File: config.mk
export PLATFORM = sky130hd
export DESIGN_NAME = seq_divider
export DESIGN_NICKNAME = d
export VERILOG_FILES = /design/src/rtl/seq_divider.sv
export SDC_FILE = /design/constraint.sdc
export NUM_CORES = 1
export LEC_CHECK = 0
export ABC_AREA = 1
export BUFFER_PORTS_ARGS = -buffer_cell sky130_fd_sc_hd__buf_2
export CORE_MARGIN = 1
export CORE_UTILIZATION = 58
export CTS_BUF_LIST = sky130_fd_sc_hd__clkbuf_4
export DETAILED_ROUTE_END_ITERATION = 10
export HOLD_SLACK_MARGIN = 0.03
export PLACE_DENSITY = 0.78
export SYNTH_ARGS = -nofsm -noshare
export SYNTH_HDL_FRONTEND = slang
export SYNTH_SLANG_ARGS = --single-unit
File: constraint.sdc
create_clock -name clk -period 2 [get_ports clk]
set_input_delay 0.4 -clock clk [delete_from_list [all_inputs] [get_ports clk]]
set_output_delay 0.4 -clock clk [all_outputs]
set_load 0.01 [all_outputs]
File: src/rtl/seq_divider.sv
// rtl/seq_divider.sv - multi-cycle restoring unsigned divider, one quotient bit per clock
module seq_divider #(
    parameter int W = 4
) (
    input  logic         clk,
    input  logic         rst_n,
    input  logic         start,
    input  logic [W-1:0] A,
    input  logic [W-1:0] B,
    output logic         busy,
    output logic         done,
    output logic [W-1:0] Q,
    output logic [W-1:0] R,
    output logic         div0
);
    localparam int CW = $clog2(W + 1);

    typedef enum logic [1:0] {IDLE, RUN, DONE} state_t;

    state_t         state, state_next;
    logic [W-1:0]   dvsr;
    logic [W-1:0]   shreg;
    logic [W-1:0]   prem;
    logic [CW-1:0]  cnt;
    logic           accept;
    logic           b_zero;
    logic           last_iter;
    logic [W:0]     p_shift;
    logic [W-1:0]   p_diff;
    logic           q_bit;

    // Stored remainder is always below the divisor, so W bits suffice; only
    // the shifted value needs the extra bit for a non-wrapping compare.
    always_comb begin
        accept    = start && (state != RUN);
        b_zero    = (B == '0);
        last_iter = (cnt == CW'(1));
        p_shift   = {prem, shreg[W-1]};
        q_bit     = (p_shift >= {1'b0, dvsr});
        p_diff    = p_shift[W-1:0] - dvsr;
    end

    always_ff @(posedge clk or negedge rst_n) begin
        if (!rst_n) begin
            state <= IDLE;
        end else begin
            state <= state_next;
        end
    end

    always_comb begin
        state_next = state;
        case (state)
            IDLE, DONE: begin
                if (accept) begin
                    state_next = b_zero ? DONE : RUN;
                end else begin
                    state_next = IDLE;
                end
            end
            RUN: begin
                if (last_iter) begin
                    state_next = DONE;
                end
            end
            default: state_next = IDLE;
        endcase
    end

    always_comb begin
        busy = (state == RUN);
        done = (state == DONE);
    end

    // Q/R are written only on the edge entering DONE, never during RUN.
    always_ff @(posedge clk or negedge rst_n) begin
        if (!rst_n) begin
            dvsr  <= '0;
            shreg <= '0;
            prem  <= '0;
            cnt   <= '0;
            Q     <= '0;
            R     <= '0;
            div0  <= 1'b0;
        end else if (accept) begin
            if (b_zero) begin
                Q    <= '1;
                R    <= A;
                div0 <= 1'b1;
            end else begin
                div0  <= 1'b0;
                dvsr  <= B;
                shreg <= A;
                prem  <= '0;
                cnt   <= CW'(W);
            end
        end else if (state == RUN) begin
            prem  <= q_bit ? p_diff : p_shift[W-1:0];
            shreg <= {shreg[W-2:0], q_bit};
            cnt   <= cnt - CW'(1);
            if (last_iter) begin
                Q <= {shreg[W-2:0], q_bit};
                R <= q_bit ? p_diff : p_shift[W-1:0];
            end
        end
    end
endmodule

Word level (Yosys, flattened, before mapping)
Cells that the tools add are included.
- add/sub/neg operators: 2
- magnitude comparators: 1
- eq/ne operators: 7
- muxes and demuxes: 23
- bitwise gates (word level): 1
- reductions and logical operators: 9
- operators by type and width (kind ; count):
    $mux 4 ; 15
    $mux 3 ; 3
    $mux 2 ; 3
    $ne 2x1->1 const B ; 3
    $ge 5x4->1 ; 1
    $logic_not 4->1 ; 1
    $pmux 2 s2 ; 1
    $reduce_and 2->1 ; 2
    $reduce_bool 2->1 ; 2
    $sub 4x4->4 ; 1
    $eq 3x1->1 const B ; 1
    $reduce_and 3->1 ; 1
    $sub 3x1->3 const B ; 1
    $eq 2x1->1 const B ; 1
    $eq 2x2->1 const B ; 1
    $logic_not 2->1 ; 1
    $ne 2x2->1 const B ; 1
    $reduce_or 2->1 ; 1
    $logic_and 1x1->1 ; 1
    $mux 1 ; 1
    $not 1->1 ; 1
- register bits: 26
- input port bits: 11
- output and inout bits: 11
- logic and storage cells: 51

Longest topological paths before layout
Gate-level depths: netlist (run 1).
- depth in word-level cells: 5
- mapped depth: 12
- depth with buffers taken out: 12

Worst setup path before layout (run 1)
OpenSTA, ideal clock, no wires.
- path type: flip-flop to flip-flop
- start point: register prem[1]
- end point: register R[2]
- setup time: 0.113 ns
- arrival: 1.459 ns
- data required time: 1.887 ns
- setup slack: 0.429 ns
- stages on the path, launching flop included: 10
- path buffers: 0
- clock period less this slack: 1.571 ns
- cells stage by stage: dfrtp_1 -> ha_1 -> a21oi_1 -> nand2_1 -> nand2_1 -> nand2_1 -> nand3_1 -> nand3_1 -> nand2_1 -> inv_1
- word-level cells in the longest chain between the ends: 5
- elaborated cells on any way between the ends: 6
- classes of those cells: add/sub: 1; order compare: 1; mux: 4
- ends and longest elaborated chain (element ; RTL line ; source):
    start, declared ; 23 ; logic [W-1:0] prem;
    start signal, assigned ; 98 ; prem <= q_bit ? p_diff : p_shift[W-1:0];
    $sub 4x4->4 or $ge 5x4->1 (tied branches) ; 40, 39 ;
    $mux 4 * ; 103 ; R <= q_bit ? p_diff : p_shift[W-1:0];
    $mux 4 * ; 101 ; if (last_iter) begin
    $mux 4 * ; 97 ; end else if (state == RUN) begin
    $mux 4 * ; 85 ; end else if (accept) begin
    end signal, assigned ; 103 ;
    end, declared ; 13 ; output logic [W-1:0] R,
Mark *: on every way between the ends. The rest lies on a longest branch, timed or not. The select of a mux whose other input is x is not followed.
A chain may end at the register's enable or synchronous reset.

Final worst setup path (run 1)
- start point: register prem[1]
- end point: register R[0]
- word-level cells in the longest chain between the ends: 5
- ends and longest elaborated chain (element ; RTL line ; source):
    $ge 5x4->1 ; 39 ; q_bit = (p_shift >= {1'b0, dvsr});
    $mux 4 ; 103 ;
    $mux 4 ; 101 ;
    $mux 4 ; 97 ;
    $mux 4 ; 85 ;
Every way passes these cells. The select of a mux whose other input is x is not followed.

==> results_dict.tcl, run 1 <==
set metrics [dict create \
    start_util_pct 62.95 \
    drive_gt1_share_pct 18.32 \
    setup_viol 0 \
    drv_cap 0 \
    grt_pass1_vias 1161 \
    path_max_fanout 6 \
    drc 0 \
    max_slew_margin_pct 61.88 \
    insertion_delay_ns 0.32 \
    post_cts_resized 0 \
    gr-total-overflow 0 \
    synth_mux_area_share_pct 0 \
    fin_skew_ns 0.005359 \
    ant_nets 0 \
    die_w_um 51.70 \
    clock.fmax_mhz 562.9 \
    avgViaCountPerCell 5.161 \
    nets 222 \
    ys_types 23 \
    tightest_slew_ns 0.5718 \
    stdcell_area_um2 1574 \
    syn-num-nets 200 \
    synth-xor-area-share_pct 0.6114 \
    wl_per_cell_um 11.71 \
    portBuffers 21 \
    regArea_um2 650.6 \
    cts_tree "yes" \
    post-place-ws_ns 0.2264 \
    ys_async_sr_fraction_pct 100.0 \
    cellPowerDensity_nw_per_um2 1675 \
    timing.critical_path.mode_cell "nand2_1" \
    yosysMostFrequentCell "nand2_1" \
    antenna_found_initial 0 \
    fp.dieH_um 51.70 \
    ioPinCount 22 \
    clockBufferDepth 2 \
    path_cells "ha_1 -> a21oi_2 -> nand2_1 -> nand2_1 -> nand2_1 -> nand3_1 -> nand3_1 -> nand2_1 -> inv_1" \
    hold_buffers 0 \
    drt_wl_total_um 2693 \
    rsz0062_at_grt "no" \
    area_growth_pct 9.869 \
    netlist_top_cells_count "46 x nand2_1, 30 x inv_1, 26 x dfrtp_1" \
    ys_warn_count 0 \
    cts-buffers-inserted 3 \
    cts_setup_buffers 0 \
    root_buffer "clkbuf_4" \
    synth_compound_area_share_pct 8.384 \
    drt_iter0_drc 12 \
    syn_inst 182 \
    final_cells 230 \
    worst-setup-path-type "flip-flop to flip-flop" \
    dp.cells 227 \
    dpl_cell_area_um2 1548 \
    endpoint_kind "flip-flop" \
    ys_seq_area_share_pct 45.41 \
    synth-simple-area-share_pct 28.38 \
    synth_adder_area_share_pct 6.638 \
    peakVddDrop_v 0.001003 \
    synth_top_family_by_area "simple AND/OR/NAND/NOR gates" \
    hpwlAfterDp_um 2009 \
    multiInputGateArea_um2 634.4 \
    synth_area_um2 1433 \
    yosysTopAreaCell "dfrtp_1" \
    ys.flop_type "dfrtp_1" \
    htreeDepth 1 \
    synthTopCellsByArea "dfrtp_1 45%, nand2_1 12%, inv_1 7.9%" \
    rows 17 \
    die_area_um2 2673 \
    synth_top_cell_area_share_pct 45.41 \
    hold_viol 0 \
    ys_seq_elements 26 \
    grt_first_pass_wirelength_um 4761 \
    finalCritPeriodShare_pct 88.82 \
    cp.buffers_inverters 1 \
    syn-mean-instance-area_um2 7.872 \
    grt_max_degree 27 \
    worst_slack_ns 0.2235 \
    synth-edff-count 0 \
    place.gp.congestion 0.8781 \
    min-delay-path-class "input port to asynchronous set/reset pin" \
    cts.sinks 26 \
    cp_top_family "simple AND/OR/NAND/NOR gates" \
    p_leak_nw 0.9038 \
    antennaDiodeCount 0 \
    crit_path_top_delay_cell "dfrtp_1" \
    nFillCells 185 \
    firstDrtPassIters 4 \
    core-area_um2 2276 \
    fin_crit_ns 1.776 \
    cp_slowest_stage_delay_ns 0.42 \
    status "completed" \
    clkTransAtPathRegs_ns 0.14 \
    grtUsageTotal_pct 24.19 \
    cp.required_ns 2.23 \
    cp-start-kind "flip-flop" \
    finalSetupTns_ns 0 \
    maxSlewViolCount 0 \
    cp.arrival_ns 2.01 \
    num_vias 1187 \
]
report_power, final:
group	switching [W]	total (W)	leakage (nW)	internal, W
sequential	0.000143	0.000923	0.319	0.000780
clock	0.000151	0.000222	0.0138	0.0000706
combinational	0.000936	0.00149	0.571	0.000556
placed cells by master (no fill, tap or decap):
cell type,count
nand2_1,46
inv_1,30
dfrtp_1,26
buf_2,21
o21ai_0,18
nor2_1,15
nand3_1,10
ha_1,6
nand4_1,4
or2_1,4
nand2_4,3
nor2_2,3
clkbuf_4,3
nand2_2,2
inv_2,2
o22ai_1,2
a21oi_2,1
nand4_2,1
inv_4,1
xnor2_1,1
o31ai_1,1
a21oi_1,1
fa_1,1
kinds of logic after synthesis:
family          count (synthesis)
simple gates                   88
buf+inv                        37
flops                          26
compound gates                 23
fa+ha+maj                       7
xor+xnor                        1
sequential cells by signal, indices dropped and copies added (netlist names):
signal and flops:
state 2, prem 4, dvsr 4, Q 4
cnt 3, shreg 4, div0 1, R 4
metrics by stage:
step | utilization, % | total power (W) | hold WS [ns]
after global placement | 68.00 | 0.002368 | 0.4251
final | 69.16 | 0.002637 | 0.05417
after global routing | 69.16 | 0.002952 | 0.09569
after CTS | 68.99 | 0.002634 | 0.07657
after floorplan | - | 0.002070 | 0.1044
after detailed placement | 68.00 | 0.002422 | 0.4304
metal layers:
metal / track usage (%) / routed length [um] / up-vias
met2: 40.69 / 1257 / 35
met1: 30.30 / 1271 / 540
li1: - / - / 606
met5: 0 / 0 / -
met4: 11.71 / 55 / 0
met3: 3.509 / 108 / 6
final timing paths:
kind,cells after the start,slack [ns],startpoint,end
setup / recovery,9,0.22,prem[1],R[0]
hold / removal,1,0.05,rst_n,R[2]
setup reg to reg,9,0.22,prem[1],R[0]
hold reg to reg,2,0.50,Q[3],Q[3]
max in group asynchronous,1,1.57,rst_n,cnt[1]
min in group clk,3,0.36,B[2],dvsr[2]
area by class of cell:
class | instances | share of cell area, %
multi-input combinational | 119 | 40.30
timing repair buffer | 21 | 6.677
clock buffer | 3 | 1.431
inverter | 33 | 8.029
sequential | 26 | 41.34
tap | 28 | 2.226
No activity file was read; power rests on OpenSTA's default activity.
==> run 2: changes to the inputs <==
--- a/config.mk
+++ b/config.mk
@@ -8,11 +8,11 @@
 export ABC_AREA = 1
 export BUFFER_PORTS_ARGS = -buffer_cell sky130_fd_sc_hd__buf_2
 export CORE_MARGIN = 1
-export CORE_UTILIZATION = 58
+export CORE_UTILIZATION = 45
 export CTS_BUF_LIST = sky130_fd_sc_hd__clkbuf_4
 export DETAILED_ROUTE_END_ITERATION = 10
 export HOLD_SLACK_MARGIN = 0.03
-export PLACE_DENSITY = 0.78
+export PLACE_DENSITY = 0.63
 export SYNTH_ARGS = -nofsm -noshare
 export SYNTH_HDL_FRONTEND = slang
 export SYNTH_SLANG_ARGS = --single-unit
==> run 2 against run 1 <==
Effect of this change:
- clock power grew 64%
- worst hold slack lost 0.0092 ns
- routed wire length shrank 1.0%
- power grew 4.3%
- combinational power is essentially flat
- critical endpoint is now R[3]
- highest routed layer unchanged
==> results_dict.tcl, run 2 (synthesized netlist as in run 1, its figures left out) <==
set metrics [dict create \
    status "completed" \
    path_max_fanout 6 \
    cts_setup_buffers 0 \
    place.gp.congestion 0.8607 \
    grt_max_degree 27 \
    cts-buffers-inserted 3 \
    core-area_um2 3028 \
    min-delay-path-class "input port to asynchronous set/reset pin" \
    clock.fmax_mhz 563.9 \
    worst-setup-path-type "flip-flop to flip-flop" \
    p_int_w 0.001532 \
    hpwlAfterDp_um 2009 \
    hold_buffers 0 \
    cts.sinks 26 \
    rows 20 \
    die_w_um 58.43 \
    die_area_um2 3413 \
    layout_commonest_cell "nand2_1" \
    grt_first_pass_wirelength_um 4705 \
    grt_pass1_vias 1090 \
    hold_viol 0 \
    ant_nets 0 \
    ioPinCount 22 \
    cts_tree "yes" \
    multiInputGateArea_um2 630.6 \
    nets 222 \
    drt_iter0_drc 56 \
    swShare_pct 44.27 \
    clockBufferDepth 2 \
    clkTransAtPathRegs_ns 0.14 \
    regArea_um2 650.6 \
    max_slew_margin_pct 61.73 \
    drive_gt1_share_pct 18.23 \
    drt_wl_total_um 2665 \
    timing.critical_path.mode_cell "nand2_1" \
    fin_skew_ns 0.001302 \
    endpoint_kind "flip-flop" \
    grt_use_met1_pct 22.78 \
    wl_per_cell_um 10.79 \
    firstDrtPassIters 4 \
    finalSetupTns_ns 0 \
    start_util_pct 47.31 \
    cp.buffers_inverters 2 \
    antenna_found_initial 0 \
    htreeDepth 1 \
    avgViaCountPerCell 4.668 \
    final_cell_mix "46 x nand2_1, 30 x inv_1, 26 x dfrtp_1" \
    pwr-share-clk_pct 13.3 \
    final_core_util_pct 53.51 \
    fin_crit_ns 1.773 \
    grt_most_used_layer "met2" \
    post_cts_resized 0 \
    grtUsageTotal_pct 18.39 \
    root_buffer "clkbuf_4" \
    num_vias 1153 \
    cp.required_ns 2.24 \
    pwr-share-comb_pct 53.1 \
    cp.arrival_ns 2.02 \
    grtUsageMet3_pct 1.978 \
    fp.dieH_um 58.43 \
    cp-start-kind "flip-flop" \
    nFillCells 293 \
    area_growth_pct 13.10 \
    rsz0062_at_grt "no" \
    p_sw_w 0.001217 \
    crit_path_top_delay_cell "dfrtp_1" \
    peakVddDrop_v 0.0006374 \
    portBuffers 21 \
    setup_viol 0 \
    tightest_slew_ns 0.5741 \
    drv_cap 0 \
    grt_use_met2_pct 31.36 \
    p_leak_nw 0.9173 \
    gr-total-overflow 0 \
    cp_top_family "simple AND/OR/NAND/NOR gates" \
    seq_power_share_pct 33.6 \
    path_cells "inv_1 -> ha_1 -> a21oi_1 -> nand2_1 -> nand2_1 -> nand2_1 -> nand3_1 -> nand3_1 -> nand2_1 -> inv_1" \
    finalCritPeriodShare_pct 88.67 \
    drc 0 \
    insertion_delay_ns 0.33 \
    cp_slowest_stage_delay_ns 0.38 \
    maxSlewViolCount 0 \
    cellPowerDensity_nw_per_um2 1697 \
    antennaDiodeCount 0 \
]
run 2: worst reg2reg max path: cells and delay by family (launching register included):
kind	cells	cell delay [ns]
buffers and inverters	2	0.08
AO/OA/AOI/OAI	1	0.23
flip-flops	1	0.38
adder cells (fa/ha/maj)	1	0.34
AND/OR/NAND/NOR	6	0.66
run 2: area by class of cell:
cell class | instances | share of cell area, %
clock buffers | 3 | 1.390
clock inverters | 1 | 1.853
inverters | 33 | 7.799
multi-input cells | 119 | 38.92
flip-flops and latches | 26 | 40.15
well taps | 44 | 3.398
repair buffers | 21 | 6.487
run 2: power by group through the flow:
stage	Combinational (W)	Sequential (W)	Clock [W]
after global routing	0.00173	0.000959	0.000397
after CTS	0.00148	0.000926	0.000381
after floorplan	0.00111	0.000955	0
after global placement	0.00146	0.000927	0
after detailed placement	0.00148	0.000939	0
final	0.00146	0.000924	0.000365
run 2: metal layers:
metal / vias to the layer above / routed length, um / part of all wire (%)
li1: 606 / - / -
met1: 511 / 1288 / 48
met2: 27 / 1217 / 46
met3: 9 / 81 / 3.0
met4: 0 / 77 / 2.9
met5: - / 0 / 0
run 2: worst paths after layout:
check | cells past startpoint | start | slack (ns) | to
max in group asynchronous | 1 | rst_n | 1.58 | prem[2]
min in group clk | 3 | B[3] | 0.34 | dvsr[3]
min reg2reg | 2 | Q[0] | 0.50 | Q[0]
max reg2reg | 10 | dvsr[2] | 0.23 | R[3]
min | 1 | rst_n | 0.04 | shreg[1]
max | 10 | dvsr[2] | 0.23 | R[3]
run 2: stage by stage:
step / setup WS, ns / hold WS [ns] / power, W / area (um^2) / std cells
3_5_place_dp: 0.2322 / 0.4368 / 0.002419 / 1568 / 243
2_1_floorplan: 0.4287 / 0.1044 / 0.002070 / 1433 / 182
3_3_place_gp: 0.2838 / 0.4338 / 0.002384 / 1568 / 243
5_1_grt: 0.04163 / 0.06972 / 0.003087 / 1620 / 247
4_1_cts: 0.2115 / 0.05606 / 0.002792 / 1620 / 247
6_report: 0.2267 / 0.04495 / 0.002750 / 1620 / 247
==> run 3: changes to the inputs <==
--- a/config.mk
+++ b/config.mk
@@ -6,13 +6,13 @@
 export NUM_CORES = 1
 export LEC_CHECK = 0
 export ABC_AREA = 1
-export BUFFER_PORTS_ARGS = -buffer_cell sky130_fd_sc_hd__buf_2
 export CORE_MARGIN = 1
 export CORE_UTILIZATION = 45
 export CTS_BUF_LIST = sky130_fd_sc_hd__clkbuf_4
 export DETAILED_ROUTE_END_ITERATION = 10
+export DONT_BUFFER_PORTS = 1
 export HOLD_SLACK_MARGIN = 0.03
-export PLACE_DENSITY = 0.63
+export PLACE_DENSITY = 0.57
 export SYNTH_ARGS = -nofsm -noshare
 export SYNTH_HDL_FRONTEND = slang
 export SYNTH_SLANG_ARGS = --single-unit
==> constraint.sdc (replaced) <==
create_clock -name clk -period 2 [get_ports clk]
set_input_delay 0.3 -clock clk [delete_from_list [all_inputs] [get_ports clk]]
set_output_delay 0.3 -clock clk [all_outputs]
set_load 0.01 [all_outputs]
==> run 3 against run 2 <==
Effect of this change:
- combinational power down 8%
- register-to-register slack about the same
- via count down 4.7%
- global-route usage up 1.3 points
- utilization down 3.3 points
- non-clock buffer count down 19
- clock skew up 0.0056 ns
- highest routed layer unchanged
- clock power down 37%
- routed wire length up 5.6%
- first-iteration DRC count down 46%
- sequential share of layout area up 2.7 points
- cell area down 6.3%
- largest power group unchanged
==> results_dict.tcl, run 3 (synthesized netlist as in run 1, its figures left out) <==
set metrics [dict create \
    cts.sinks 26 \
    cp-start-kind "flip-flop" \
    cts-buffers-inserted 3 \
    final_cells 227 \
    maxSlewViolCount 0 \
    ioPinCount 22 \
    die_w_um 58.43 \
    setup_viol 0 \
    area_growth_pct 6.026 \
    peakVddDrop_v 0.0006794 \
    portBuffers 0 \
    worst_slack_ns 0.2197 \
    num_vias 1099 \
    gr-total-overflow 0 \
    regArea_um2 650.6 \
    cts_tree "yes" \
    clock.fmax_mhz 561.7 \
    clkTransAtPathRegs_ns 0.13 \
    grt_first_pass_wirelength_um 5016 \
    grt_max_degree 27 \
    clockBufferDepth 2 \
    fp.dieH_um 58.43 \
    rows 20 \
    grtUsageTotal_pct 19.66 \
    wl_per_cell_um 12.40 \
    holdWs_ns 0.1394 \
    drc 0 \
    hp-start "B[3]" \
    drt_wl_total_um 2815 \
    max_slew_margin_pct 72.92 \
    cp-startpoint "prem[1]" \
    core-area_um2 3028 \
    hpwlAfterDp_um 2074 \
    rsz0062_at_grt "no" \
    cp.required_ns 2.23 \
    htreeDepth 1 \
    die_area_um2 3413 \
    finalCritPeriodShare_pct 89.01 \
    ff2ff_path_depth 9 \
    final_cell_mix "46 x nand2_1, 30 x inv_1, 26 x dfrtp_1" \
    hold_viol 0 \
    hold_path_depth 2 \
    drt_iter0_drc 30 \
    nFillCells 307 \
    worst-setup-path-type "flip-flop to flip-flop" \
    antennaDiodeCount 0 \
    status "completed" \
    start_util_pct 47.31 \
    drv_cap 0 \
    multiInputGateArea_um2 634.4 \
    ant_nets 0 \
    post-place-ws_ns 0.1874 \
    insertion_delay_ns 0.33 \
    dp.cells 222 \
    p_leak_nw 0.8320 \
    fin_crit_ns 1.780 \
    final_core_util_pct 50.17 \
    grt_pass1_vias 1165 \
    min-delay-path-class "input port to flip-flop" \
    tightest_slew_ns 0.4052 \
    antenna_found_initial 0 \
    path_max_fanout 6 \
    firstDrtPassIters 4 \
    cp.arrival_ns 2.01 \
    nets 203 \
    avgViaCountPerCell 4.841 \
    drive_gt1_share_pct 9.290 \
    root_buffer "clkbuf_4" \
    layout_commonest_cell "nand2_1" \
    reg2reg_from "prem[1]" \
    cellPowerDensity_nw_per_um2 1693 \
    fin_skew_ns 0.006933 \
    place.gp.congestion 0.8312 \
    finalSetupTns_ns 0 \
    endpoint_kind "flip-flop" \
]
[run 3: changes by cell type in the layout (fill, tap and decap cells not counted), sizes merged]
| cell | before | now |
|---|---|---|
| bufinv | 1 | 0 |
| buf | 21 | 1 |
| dlygate4sd3 | 0 | 1 |
[run 3: final cells by class]
type | instances | area share, %
Clock buffer | 3 | 1.483
Multi-Input combinational cell | 119 | 41.76
Timing Repair Buffer | 2 | 1.977
Sequential cell | 26 | 42.83
Tap cell | 44 | 3.624
Inverter | 33 | 8.320
[run 3: worst max-delay path: stages, from the launching register on]
cell and delay [ns]:
dfrtp_1 0.43, ha_1 0.36, a21oi_2 0.20, nand2_1 0.08, nand2_1 0.13, nand2_1 0.16, nand3_1 0.13, nand2_1 0.06
nand2_1 0.06, nand2_1 0.06
[run 3: per-stage QoR]
| step | area, um^2 | total power, W |
|---|---|---|
| CTS | 1515 | 0.002586 |
| finish | 1519 | 0.002572 |
| detailed placement | 1463 | 0.002336 |
| global route | 1519 | 0.002899 |
| global placement | 1463 | 0.002278 |
| floorplan | 1433 | 0.002070 |
[run 3: final timing paths]
path,end,slack (ns)
max reg2reg,prem[1],0.22
min in group asynchronous,shreg[0],0.38
min,dvsr[3],0.14
min reg2reg,prem[3],0.50
max,prem[1],0.22
max in group asynchronous,prem[3],1.46
[run 3: timing repair]
| item | CTS | global route |
|---|---|---|
| hold buffers | 2 | 0 |
| buffers inserted | 0 | 0 |
| setup endpoints to repair | 0 | 4 |
| hold endpoints to repair | 26 | 0 |
| gates resized for setup | 0 | 1 |
[run 3: routing by layer]
layer,global-route usage [%],vias up,wire (um),share of wire (%)
li1,-,571,-,-
met1,23.52,495,1356,48
met2,35.30,26,1307,46
met3,2.637,7,87,3.1
met4,8.503,0,64,2.3
met5,0,-,0,0
[run 3: report_power, final]
| part | internal (W) | switching [W] |
|---|---|---|
| logic | 0.000489 | 0.000864 |
| clock network | 0.0000710 | 0.000159 |
| registers | 0.000781 | 0.000207 |
